<file path="config.mk">
export PLATFORM = sky130hd
export DESIGN_NAME = instr_fetch
export DESIGN_NICKNAME = d
export VERILOG_FILES = /design/src/rtl/instr_fetch_pkg.sv /design/src/rtl/instr_fetch_pc_gen.sv /design/src/rtl/instr_fetch.sv
export SDC_FILE = /design/constraint.sdc
export NUM_CORES = 1
export LEC_CHECK = 0
export ABC_AREA = 1
export CORE_MARGIN = 8
export CORE_UTILIZATION = 40
export DETAILED_ROUTE_END_ITERATION = 6
export PLACE_DENSITY = 0.7
export SLEW_MARGIN = 10
export SYNTH_ARGS = -nofsm -noshare
export SYNTH_HDL_FRONTEND = slang
export SYNTH_SLANG_ARGS = --single-unit
export TNS_END_PERCENT = 30
</file>
<file path="constraint.sdc">
create_clock -name clk -period 1.78 [get_ports clk]
set_input_delay 0.445 -clock clk [delete_from_list [all_inputs] [get_ports clk]]
set_output_delay 0.445 -clock clk [all_outputs]
set_load 0.01 [all_outputs]
</file>
<file path="src/rtl/instr_fetch_pkg.sv">
// Shared fetch-stage definitions: fetch FSM states, NOP encoding and RV32I major opcodes.
package instr_fetch_pkg;

  typedef enum logic [1:0] {
    S_FETCH   = 2'd0,
    S_WAIT    = 2'd1,
    S_DISCARD = 2'd2
  } fetch_state_e;

  localparam logic [31:0] NOP_INSTR_DEFAULT = 32'h0000_0013;

  localparam logic [6:0] OPC_OP     = 7'b0110011;
  localparam logic [6:0] OPC_STORE  = 7'b0100011;
  localparam logic [6:0] OPC_OP_IMM = 7'b0010011;
  localparam logic [6:0] OPC_LOAD   = 7'b0000011;
  localparam logic [6:0] OPC_BRANCH = 7'b1100011;
  localparam logic [6:0] OPC_JAL    = 7'b1101111;
  localparam logic [6:0] OPC_JALR   = 7'b1100111;

  function automatic logic is_misaligned(input logic [31:0] addr);
    return addr[1:0] != 2'b00;
  endfunction

endpackage

</file>
<file path="src/rtl/instr_fetch_pc_gen.sv">
// Program counter register with hold / +4 / redirect next-PC selection.
module pc_gen #(
  parameter logic [31:0] RESET_PC = 32'h0000_0000
) (
  input  logic        clk,
  input  logic        rst,
  input  logic        pc_load,
  input  logic        pc_inc,
  input  logic [31:0] load_pc,
  output logic [31:0] pc
);

  always_ff @(posedge clk) begin
    if (rst)
      pc <= RESET_PC;
    else if (pc_load)
      pc <= load_pc;
    else if (pc_inc)
      pc <= pc + 32'd4;
  end

endmodule

</file>
<file path="src/rtl/instr_fetch.sv">
// Instruction fetch stage: PC ownership, single-outstanding imem requests, one-entry output register.
// Optional misaligned-fetch marker generation is enabled by defining IF_MISALIGN_TRAP_EN.
module instr_fetch
  import instr_fetch_pkg::*;
#(
  parameter logic [31:0] RESET_PC  = 32'h0000_0000,
  parameter logic [31:0] NOP_INSTR = NOP_INSTR_DEFAULT
) (
  input  logic        clk,
  input  logic        rst,
  output logic        imem_req_valid,
  input  logic        imem_req_ready,
  output logic [31:0] imem_addr,
  input  logic        imem_rsp_valid,
  input  logic [31:0] imem_rsp_data,
  input  logic        redirect_valid,
  input  logic [31:0] redirect_pc,
  input  logic        stall,
  output logic        out_valid,
  output logic [31:0] out_pc,
  output logic [31:0] out_instr,
  output logic [6:0]  out_opcode,
  output logic        out_misaligned
);

  fetch_state_e state, state_next;
  logic [31:0]  pc;
  logic [31:0]  redirect_target;
  logic         out_free;
  logic         pc_inc;
  logic         load_fetch;
  logic         load_trap;
  logic         pc_misaligned;
  logic         trap_done;

  assign out_free   = !out_valid || !stall;
  assign imem_addr  = pc;
  assign out_opcode = out_instr[6:0];

`ifdef IF_MISALIGN_TRAP_EN
  logic misaligned_q;

  assign redirect_target = redirect_pc;
  assign pc_misaligned   = is_misaligned(pc);
  assign out_misaligned  = misaligned_q;

  // trap_done keeps a parked misaligned PC from emitting a stream of markers
  always_ff @(posedge clk) begin
    if (rst || redirect_valid) begin
      misaligned_q <= 1'b0;
      trap_done    <= 1'b0;
    end else if (load_fetch) begin
      misaligned_q <= 1'b0;
    end else if (load_trap) begin
      misaligned_q <= 1'b1;
      trap_done    <= 1'b1;
    end
  end
`else
  assign redirect_target = redirect_pc & 32'hFFFF_FFFC;
  assign pc_misaligned   = 1'b0;
  assign trap_done       = 1'b0;
  assign out_misaligned  = 1'b0;
`endif

  pc_gen #(
    .RESET_PC(RESET_PC)
  ) u_pc_gen (
    .clk     (clk),
    .rst     (rst),
    .pc_load (redirect_valid),
    .pc_inc  (pc_inc),
    .load_pc (redirect_target),
    .pc      (pc)
  );

  always_comb begin
    state_next     = state;
    imem_req_valid = 1'b0;
    pc_inc         = 1'b0;
    load_fetch     = 1'b0;
    load_trap      = 1'b0;
    case (state)
      S_FETCH: begin
        if (pc_misaligned) begin
          load_trap = out_free && !redirect_valid && !trap_done && !rst;
        end else begin
          imem_req_valid = out_free && !redirect_valid && !rst;
          if (imem_req_valid && imem_req_ready)
            state_next = S_WAIT;
        end
      end
      S_WAIT: begin
        if (imem_rsp_valid) begin
          state_next = S_FETCH;
          if (!redirect_valid) begin
            pc_inc     = 1'b1;
            load_fetch = 1'b1;
          end
        end else if (redirect_valid) begin
          state_next = S_DISCARD;
        end
      end
      S_DISCARD: begin
        if (imem_rsp_valid)
          state_next = S_FETCH;
      end
      default: state_next = S_FETCH;
    endcase
  end

  always_ff @(posedge clk) begin
    if (rst)
      state <= S_FETCH;
    else
      state <= state_next;
  end

  // redirect flushes ahead of any load; a load on a consuming edge replaces the entry
  always_ff @(posedge clk) begin
    if (rst) begin
      out_valid <= 1'b0;
      out_pc    <= RESET_PC;
      out_instr <= NOP_INSTR;
    end else if (redirect_valid) begin
      out_valid <= 1'b0;
      out_instr <= NOP_INSTR;
    end else if (load_fetch) begin
      out_valid <= 1'b1;
      out_pc    <= pc;
      out_instr <= imem_rsp_data;
    end else if (load_trap) begin
      out_valid <= 1'b1;
      out_pc    <= pc;
      out_instr <= NOP_INSTR;
    end else if (out_valid && !stall) begin
      out_valid <= 1'b0;
    end
  end

endmodule

</file>
Word-level counts from Yosys, hierarchy flattened
Index checks and enable logic that the tools add are counted.
- flip-flop bits (word level): 99
- input bits: 70
- output and inout port bits: 106
- word-level logic and storage cells: 43
- add/subtract/negate cells: 1
- eq/ne operators: 5
- muxes and demuxes: 15
- bitwise gates (word level): 1
- reductions and logical operators: 15
- operators with widths (cell ; number):
    $mux W32 ; 4
    $add A32 B3 Y32 const B ; 1
    $mux W2 ; 4
    $mux W1 ; 6
    $pmux W2 S3 ; 1
    $logic_and A1 B1 Y1 ; 4
    $logic_not A1 Y1 ; 4
    $ne A2 B2 Y1 const B ; 2
    $reduce_bool A2 Y1 ; 2
    $ne A3 B3 Y1 const B ; 1
    $reduce_and A3 Y1 ; 1
    $eq A2 B1 Y1 const B ; 1
    $eq A2 B2 Y1 const B ; 1
    $logic_not A2 Y1 ; 1
    $reduce_and A2 Y1 ; 1
    $reduce_or A2 Y1 ; 1
    $logic_or A1 B1 Y1 ; 1
    $not A1 Y1 ; 1

Logic depth before layout (Yosys ltp)
Gate-level depths: netlist of run 1.
- depth after elaboration: 7
- mapped depth: 10
- mapped depth without buffers: 10

Modules after synthesis
Synthesis of run 1 repeated with hierarchy kept, for this count alone.
- cell total of the unflattened synthesis: 649
- area, all modules: 4568.1 um^2
- by module, submodules not included (module ; instances ; cells each ; area an instance (um^2) ; sequential area each (um^2)):
    instr_fetch ; 1 ; 318 ; 2461.1 ; 1341.3
    pc_gen ; 1 ; 331 ; 2107.0 ; 640.6

Worst setup path before layout of run 1
Ideal clock, no wire load.
- path kind: input port to output port
- start point: input redirect_valid
- end point: output imem_req_valid
- arrival time: 1.031 ns
- required time: 1.335 ns
- setup slack: 0.304 ns
- stages on the path: 4
- buffers on the path: 1
- path through: buf_2 -> nor2_2 -> nand2_1 -> nor2_1
- word-level cells in the longest chain between the ends: 4
- RTL lines (element ; RTL line ; text):
    start, declared ; instr_fetch.sv:16 ; input logic redirect_valid,
    $logic_not A1 Y1 ; n/a ;
    $logic_and A1 B1 Y1 (2 in a row) ; instr_fetch.sv:88 ; imem_req_valid = out_free && !redirect_valid && !rst;
    $mux W1 ; instr_fetch.sv:83 ; case (state)
    end, declared ; instr_fetch.sv:11 ; output logic imem_req_valid,
Every way passes these cells.

Worst setup path after layout of run 1
- start point: register u_pc_gen.pc[7]
- end point: output imem_addr[7]
- RTL lines (element ; RTL line ; text):
    start, declared ; instr_fetch_pc_gen.sv:10 ; output logic [31:0] pc
    start signal, assigned ; instr_fetch_pc_gen.sv:17 ; pc <= load_pc;
    start signal, assigned ; instr_fetch_pc_gen.sv:19 ; pc <= pc + 32'd4;
    end, declared ; instr_fetch.sv:13 ; output logic [31:0] imem_addr,
No word-level cell between the ends.

==> summary.txt, run 1 <==
status: finished clean
Seq pwr share: 47.2%
CP max FO: 4
fin crit share: 99.4%
fillcell total: 1008
FMAX: 565 MHz
Mapped Cells: 686
slowest cell on the critical path: clkdlybuf4s50_1
Worst-path clk slew: 70 ps
Rows: 39
Req. time, crit path: 1330 ps
Max clock buf depth: 2
Synth Register Bits: 95
Core Footprint: 0.0112 sq mm
unrepaired setup endpoints after global routing: no
CP Launch Type: register
Starting Density: 40.4%
Vias: 5117
drt total wl: 16000 microns
Fin. Hold Viols: 0
final setup vio count: 0
Comb pwr share: 12.8%
H-tree levels: 3
CP Cell Sequence: clkdlybuf4s50_1
Sw Pwr: 1.26 mW
Final Max Tran Viols: 0
CTS tree: yes
Netlist cell types: 29
GRT met3 Usage: 4.97%
post-synth top area share: 41.9%
part of the Yosys area used for sequential elements: 41.9%
Die Y: 123 microns
Net Sw Frac: 26.4%
number of global-route vias before repair: 4874
crit path DAT: 1320 ps
Clock power frac: 39.9%
fin area: 0.00699 sq mm
largest net degree at the start of global routing: 34
P_leak: 3.09 nW
CP max stage delay: 570 ps
die width: 123 microns
vias per inst: 4.99
CP Buf/Inv Count: 1
Min Hold Slack: 464 ps
Final Skew: 5.96 ps
total track usage: 20.6%
final net count: 949
Tmin final: 1770 ps
cell accounting for the most synthesized area: dfxtp_1
maximum VDD drop: 0.000435 V
DR iter-0 viols: 312
clk sink count: 95
Post-DP Area: 0.00661 sq mm
Clk Latency, worst-skew pair: 350 ps
Routed Antenna Nets: 0
TritonRoute pass-1 iters: 5
# IOs: 176
critical path's top delay family: buffers and inverters
routed len/inst: 15.6 microns
Layout Area Growth over Synthesis: 54.1%
antenna cells: 0
Mean Syn Cell Area: 6.61 sq um
CTS Buf Count: 9
P_int: 3.49 mW
worst min path class: register to register
initial antenna violation count: 0
pwr dens: 679 mW/mm^2
WS Path Type: register to output pin
Max Cap Violations: 0
die area: 0.0150 sq mm
met1 usage: 24.4%
met2 usage in global routing: 35.3%
Cell Area, Synth: 0.00454 sq mm
share of cells above drive strength 1: 11.7%
Remaining Overflow, GRT: 0
first-pass GRT wire length: 24600 microns
setup TNS: 0 ps
CP Capture Type: output pin
YS warnings: 0
Root Buffer: clkbuf_16
Placer Congestion: 0.889
Top Usage Layer GRT: met2
synth top area cells: dfxtp_1 (42%), nor2_1 (13%), nand2_1 (12%)
number of remaining DRC errors: 0
Post-DP HPWL: 12000 microns
PortBufs: 168
[power groups by stage]
| stage | registers (mW) | logic (mW) | clock network [mW] |
|---|---|---|---|
| finish | 2.24 | 0.609 | 1.89 |
| global route | 2.25 | 0.664 | 2.01 |
| CTS | 2.24 | 0.604 | 1.92 |
| detailed placement | 2.29 | 0.606 | 0 |
| global placement | 2.28 | 0.596 | 0 |
| floorplan | 2.30 | 0.223 | 0 |
[repair_timing]
action                                  in CTS  in global routing
setup buffers                                0                  3
hold buffers                                 0                  0
pin swaps                                    0                  1
gates resized for setup                     25                 20
endpoints found under the setup margin      19                 60
[synth_stat cells]
cell type	count
nor3_1	9
buf_6	3
ha_1	1
nor2_2	7
a21boi_0	6
o221ai_1	1
nor2_4	4
clkbuf_1	12
xor2_1	4
buf_2	13
inv_2	1
buf_1	2
nand2_2	4
nand3_1	44
dfxtp_1	95
nand2_1	148
nor2_1	160
and2_1	3
xnor2_1	1
a21oi_1	32
inv_1	58
nand4_1	3
conb_1	1
o21ai_1	7
a32oi_1	1
nand3b_1	2
o21ai_0	50
buf_4	13
a21oi_2	1
[cell usage in the layout, fill, tap and decap left out]
master,instances
inv_6,1
dfxtp_2,15
inv_8,2
conb_1,5
clkdlybuf4s50_1,146
nand3b_1,2
clkbuf_16,9
nand2_2,4
nor2_4,5
clkinvlp_4,1
buf_6,2
inv_2,1
buf_4,43
nor2_2,8
a21oi_1,32
buf_12,7
o21ai_1,7
o221ai_1,1
nand4_1,3
ha_1,1
nor2_1,158
nand3_1,44
and2_1,3
a21oi_2,1
a21boi_0,6
a32oi_1,1
dfxtp_1,80
xnor2_1,1
inv_1,58
xor2_1,4
dlymetal6s2s_1,14
o21ai_0,50
nor3_1,9
dlygate4sd2_1,7
nand2_1,148
buf_2,1
clkinv_4,3
[final timing paths]
check,start,to,slack (ps),depth (start not counted)
hold reg to reg,out_pc[22]$_SDFFE_PP0P_,out_pc[22]$_SDFFE_PP0P_,460,2
setup / recovery,u_pc_gen.pc[7]$_SDFFE_PP0P_,imem_addr[7],10,1
hold / removal,out_pc[22]$_SDFFE_PP0P_,out_pc[22]$_SDFFE_PP0P_,460,2
setup reg to reg,u_pc_gen.pc[3]$_SDFFE_PP0P_,u_pc_gen.pc[18]$_SDFFE_PP0P_,180,10
[cell families (layout without fill, tap and decap cells)]
group / count (synthesis) / after routing / synth area share [%]
flip-flops: 95 / 95 / 41.9
AND/OR/NAND/NOR: 384 / 384 / 35.0
buffers and inverters: 102 / 295 / 10.4
XOR/XNOR: 5 / 5 / 0.965
other: 1 / 5 / 0.0827
adder cells (fa/ha/maj): 1 / 1 / 0.276
AO/OA/AOI/OAI: 98 / 98 / 11.4
[routing by layer]
layer,wire length [microns],up-vias
met2,7510,223
met3,1380,22
met4,395,0
met5,0,-
met1,6720,2350
li1,-,2522
[per-stage QoR]
stage | util (%) | power [mW] | instances | setup WS [ps]
CTS | 61.5 | 4.77 | 1023 | -4.66
floorplan | - | 2.52 | 690 | 304
finish | 62.3 | 4.75 | 1026 | 11.0
detailed placement | 58.9 | 2.89 | 1007 | -516
global route | 62.3 | 4.93 | 1026 | 4.24
global placement | 58.9 | 2.88 | 1007 | -492
[registers in the layout (all words and copies together), names as in the netlist]
register / flops
out_valid: 1
out_instr: 32
u_pc_gen.pc: 30
state: 2
out_pc: 30
[layout make-up]
| class | instances | area [sq um] | area share, % |
|---|---|---|---|
| timing repair buffer | 220 | 2190 | 31.3 |
| tap | 143 | 179 | 2.56 |
| clock inverter | 7 | 65.1 | 0.931 |
| inverter | 59 | 221 | 3.17 |
| sequential | 95 | 1920 | 27.5 |
| multi-input combinational | 493 | 2190 | 31.3 |
| clock buffer | 9 | 225 | 3.22 |
Power figures use the tool's default switching activity.
==> run 2, diff against run 1 <==
--- a/config.mk
+++ b/config.mk
@@ -9,7 +9,9 @@
 export CORE_MARGIN = 8
 export CORE_UTILIZATION = 40
 export DETAILED_ROUTE_END_ITERATION = 6
-export PLACE_DENSITY = 0.7
+export GPL_TIMING_DRIVEN = 0
+export MAX_ROUTING_LAYER = met4
+export PLACE_DENSITY = 0.72
 export SLEW_MARGIN = 10
 export SYNTH_ARGS = -nofsm -noshare
 export SYNTH_HDL_FRONTEND = slang
==> summary.txt, run 2 (synthesized netlist as in run 1, its figures left out) <==
Remaining Overflow, GRT: 0 (unchanged)
Worst slew margin: 55.9%
clk sink count: 95 (unchanged)
status: finished clean
hold_buf cts: 0 (unchanged)
Vias: 5085 (-0.63%)
Max clock buf depth: 2 (unchanged)
leading cell type in the layout, fill and taps excluded: nor2_1
Critical R2R Launch: u_pc_gen.pc[3]$_SDFFE_PP0P_
Root Buffer: clkbuf_16
pwr dens: 719 mW/mm^2 (+5.9%)
Rows: 39 (unchanged)
first-pass GRT wire length: 25800 microns (+5.1%)
Inst Count DP: 1001 (-0.60%)
# IOs: 176 (unchanged)
Clk Latency, worst-skew pair: 350 ps (about the same)
CP Cell Sequence: clkdlybuf4s50_1
Layout Area Growth over Synthesis: 49.9%
routed len/inst: 16.6 microns (+6.3%)
fillcell total: 1069 (+6.1%)
PortBufs: 168 (unchanged)
total track usage: 22.8% (+2.2 points)
maximum VDD drop: 0.000574 V (+32%)
Tmin final: 1740 ps (-25.2 ps)
Post-DP HPWL: 13200 microns (+9.7%)
Min Hold Slack: 467 ps (+3.20 ps)
CTS Buf Count: 9 (unchanged)
CP Depth: 1 (unchanged)
Most flops, register: out_instr
Critical Path End: imem_addr[4]
Final Max Tran Viols: 0 (unchanged)
final setup vio count: 0 (unchanged)
Placer Congestion: 0.881 (-0.90%)
TritonRoute pass-1 iters: 4 (-1)
worst min path class: register to register
Reg2Reg Depth: 10 (unchanged)
CTS tree: yes
Fin. Hold Viols: 0 (unchanged)
max reg flops: 32 (unchanged)
fin crit share: 98.0% (-1.4 points)
Setup crit start: u_pc_gen.pc[4]$_SDFFE_PP0P_
initial antenna violation count: 0 (unchanged)
multi-input logic area: 0.00220 sq mm (+0.40%)
CP Launch Type: register
CP Capture Type: output pin
WS Path Type: register to output pin
crit path DAT: 1300 ps (-20 ps)
final net count: 943 (-0.63%)
drt total wl: 16900 microns (+5.7%)
Sequential Area: 0.00193 sq mm (+0.39%)
number of remaining DRC errors: 0 (unchanged)
Max Cap Violations: 0 (unchanged)
CP Buf/Inv Count: 1 (unchanged)
H-tree levels: 3 (unchanged)
Worst-Margin Slew: 662 ps
Starting Density: 40.4% (unchanged)
Req. time, crit path: 1330 ps (about the same)
reg2reg setup slack: 120 ps (-60 ps)
Worst-path clk slew: 60 ps (about the same)
die width: 123 microns (unchanged)
CP max FO: 6 (+2)
Largest regs: out_instr (32), out_pc (30), u_pc_gen.pc (30)
antenna cells: 0 (unchanged)
final cell count without fillers: 1020 (-0.58%)
Routed Antenna Nets: 0 (unchanged)
P_leak: 2.96 nW (-4.1%)
share of cells above drive strength 1: 10.9% (-0.72 points)
vias per inst: 4.99 (about the same)
number of global-route vias before repair: 4957 (+1.7%)
CP max stage delay: 570 ps (about the same)
unrepaired setup endpoints after global routing: yes
largest net degree at the start of global routing: 16 (-53%)
critical path's top delay family: buffers and inverters
die area: 0.0150 sq mm (unchanged)
Core Footprint: 0.0112 sq mm (unchanged)
DR iter-0 viols: 339 (+8.7%)
r2r endpoint: u_pc_gen.pc[18]$_SDFFE_PP0P_
FMAX: 573 MHz (+1.4%)
Die Y: 123 microns (unchanged)
Final Skew: 5.42 ps (-0.544 ps)
slowest cell on the critical path: clkdlybuf4s50_1
most frequent cells in the layout: nor2_1 (158), nand2_1 (148), clkdlybuf4s50_1 (136), dfxtp_1 (74), inv_1 (58)
-- run 2: cell types whose count changed in the layout (fill, tap and decap cells not counted), moves of 6 or more --
cell             previous run  this run
buf_4                      43        24
buf_2                       1        10
buf_12                      7         0
dlygate4sd2_1               7        13
clkbuf_1                    0        13
dfxtp_1                    80        74
clkdlybuf4s50_1           146       136
dfxtp_2                    15        21
-- run 2: worst min-delay path by stage --
stage | depth (start not counted) | endpoint | slack, ps | startpoint
after floorplan | 2 | state[1]$_SDFFE_PP0P_ | 480 | state[0]$_SDFFE_PP0P_
final | 2 | out_pc[31]$_SDFFE_PP0P_ | 470 | out_pc[31]$_SDFFE_PP0P_
after global routing | 2 | out_pc[2]$_SDFFE_PP0P_ | 480 | out_pc[2]$_SDFFE_PP0P_
after CTS | 2 | out_pc[31]$_SDFFE_PP0P_ | 470 | out_pc[31]$_SDFFE_PP0P_
after detailed placement | 2 | out_pc[31]$_SDFFE_PP0P_ | 460 | out_pc[31]$_SDFFE_PP0P_
after global placement | 2 | out_pc[2]$_SDFFE_PP0P_ | 460 | out_pc[2]$_SDFFE_PP0P_
-- run 2: timing repair --
action | CTS | global route
setup buffers | 3 | 0
endpoints found under the setup margin | 43 | 48
resized for setup | 42 | 30
pin swaps | 1 | 0
-- run 2: final cells by class --
cell class / instances / share of cell area [%]
clock buffers: 11 / 3.42
inverters: 59 / 3.29
flip-flops and latches: 95 / 28.4
well taps: 143 / 2.63
clock inverters: 5 / 1.20
multi-input cells: 493 / 32.3
repair buffers: 171 / 24.9
plain buffers: 43 / 3.88
-- run 2: metrics by stage --
step | cell area, sq um | TNS (ps) | utilization [%] | total power [mW] | setup slack [ps]
after global placement | 6410 | -22300 | 57.1 | 2.87 | -810
final | 6800 | 0 | 60.6 | 4.89 | 36.1
after floorplan | 4550 | 0 | - | 2.52 | 304
after detailed placement | 6410 | -24800 | 57.1 | 2.88 | -816
after global routing | 6800 | -51.4 | 60.6 | 5.06 | -26.5
after CTS | 6770 | 0 | 60.3 | 4.92 | 1.66
-- run 2: power breakdown --
part           total [mW]  internal (mW)  switching, mW  leakage, nW
registers            2.26           2.18         0.0729        0.777
logic               0.575          0.301          0.274         2.04
clock network        2.06           1.23          0.825        0.150
-- run 2: layer usage --
| metal | global-route usage, % | vias to the layer above | wire (microns) |
|---|---|---|---|
| met1 | 26.8 | 2341 | 7230 |
| met4 | 8.07 | 0 | 274 |
| li1 | - | 2518 | - |
| met3 | 4.28 | 18 | 1270 |
| met2 | 38.3 | 208 | 8130 |
| met5 | - | - | 0 |
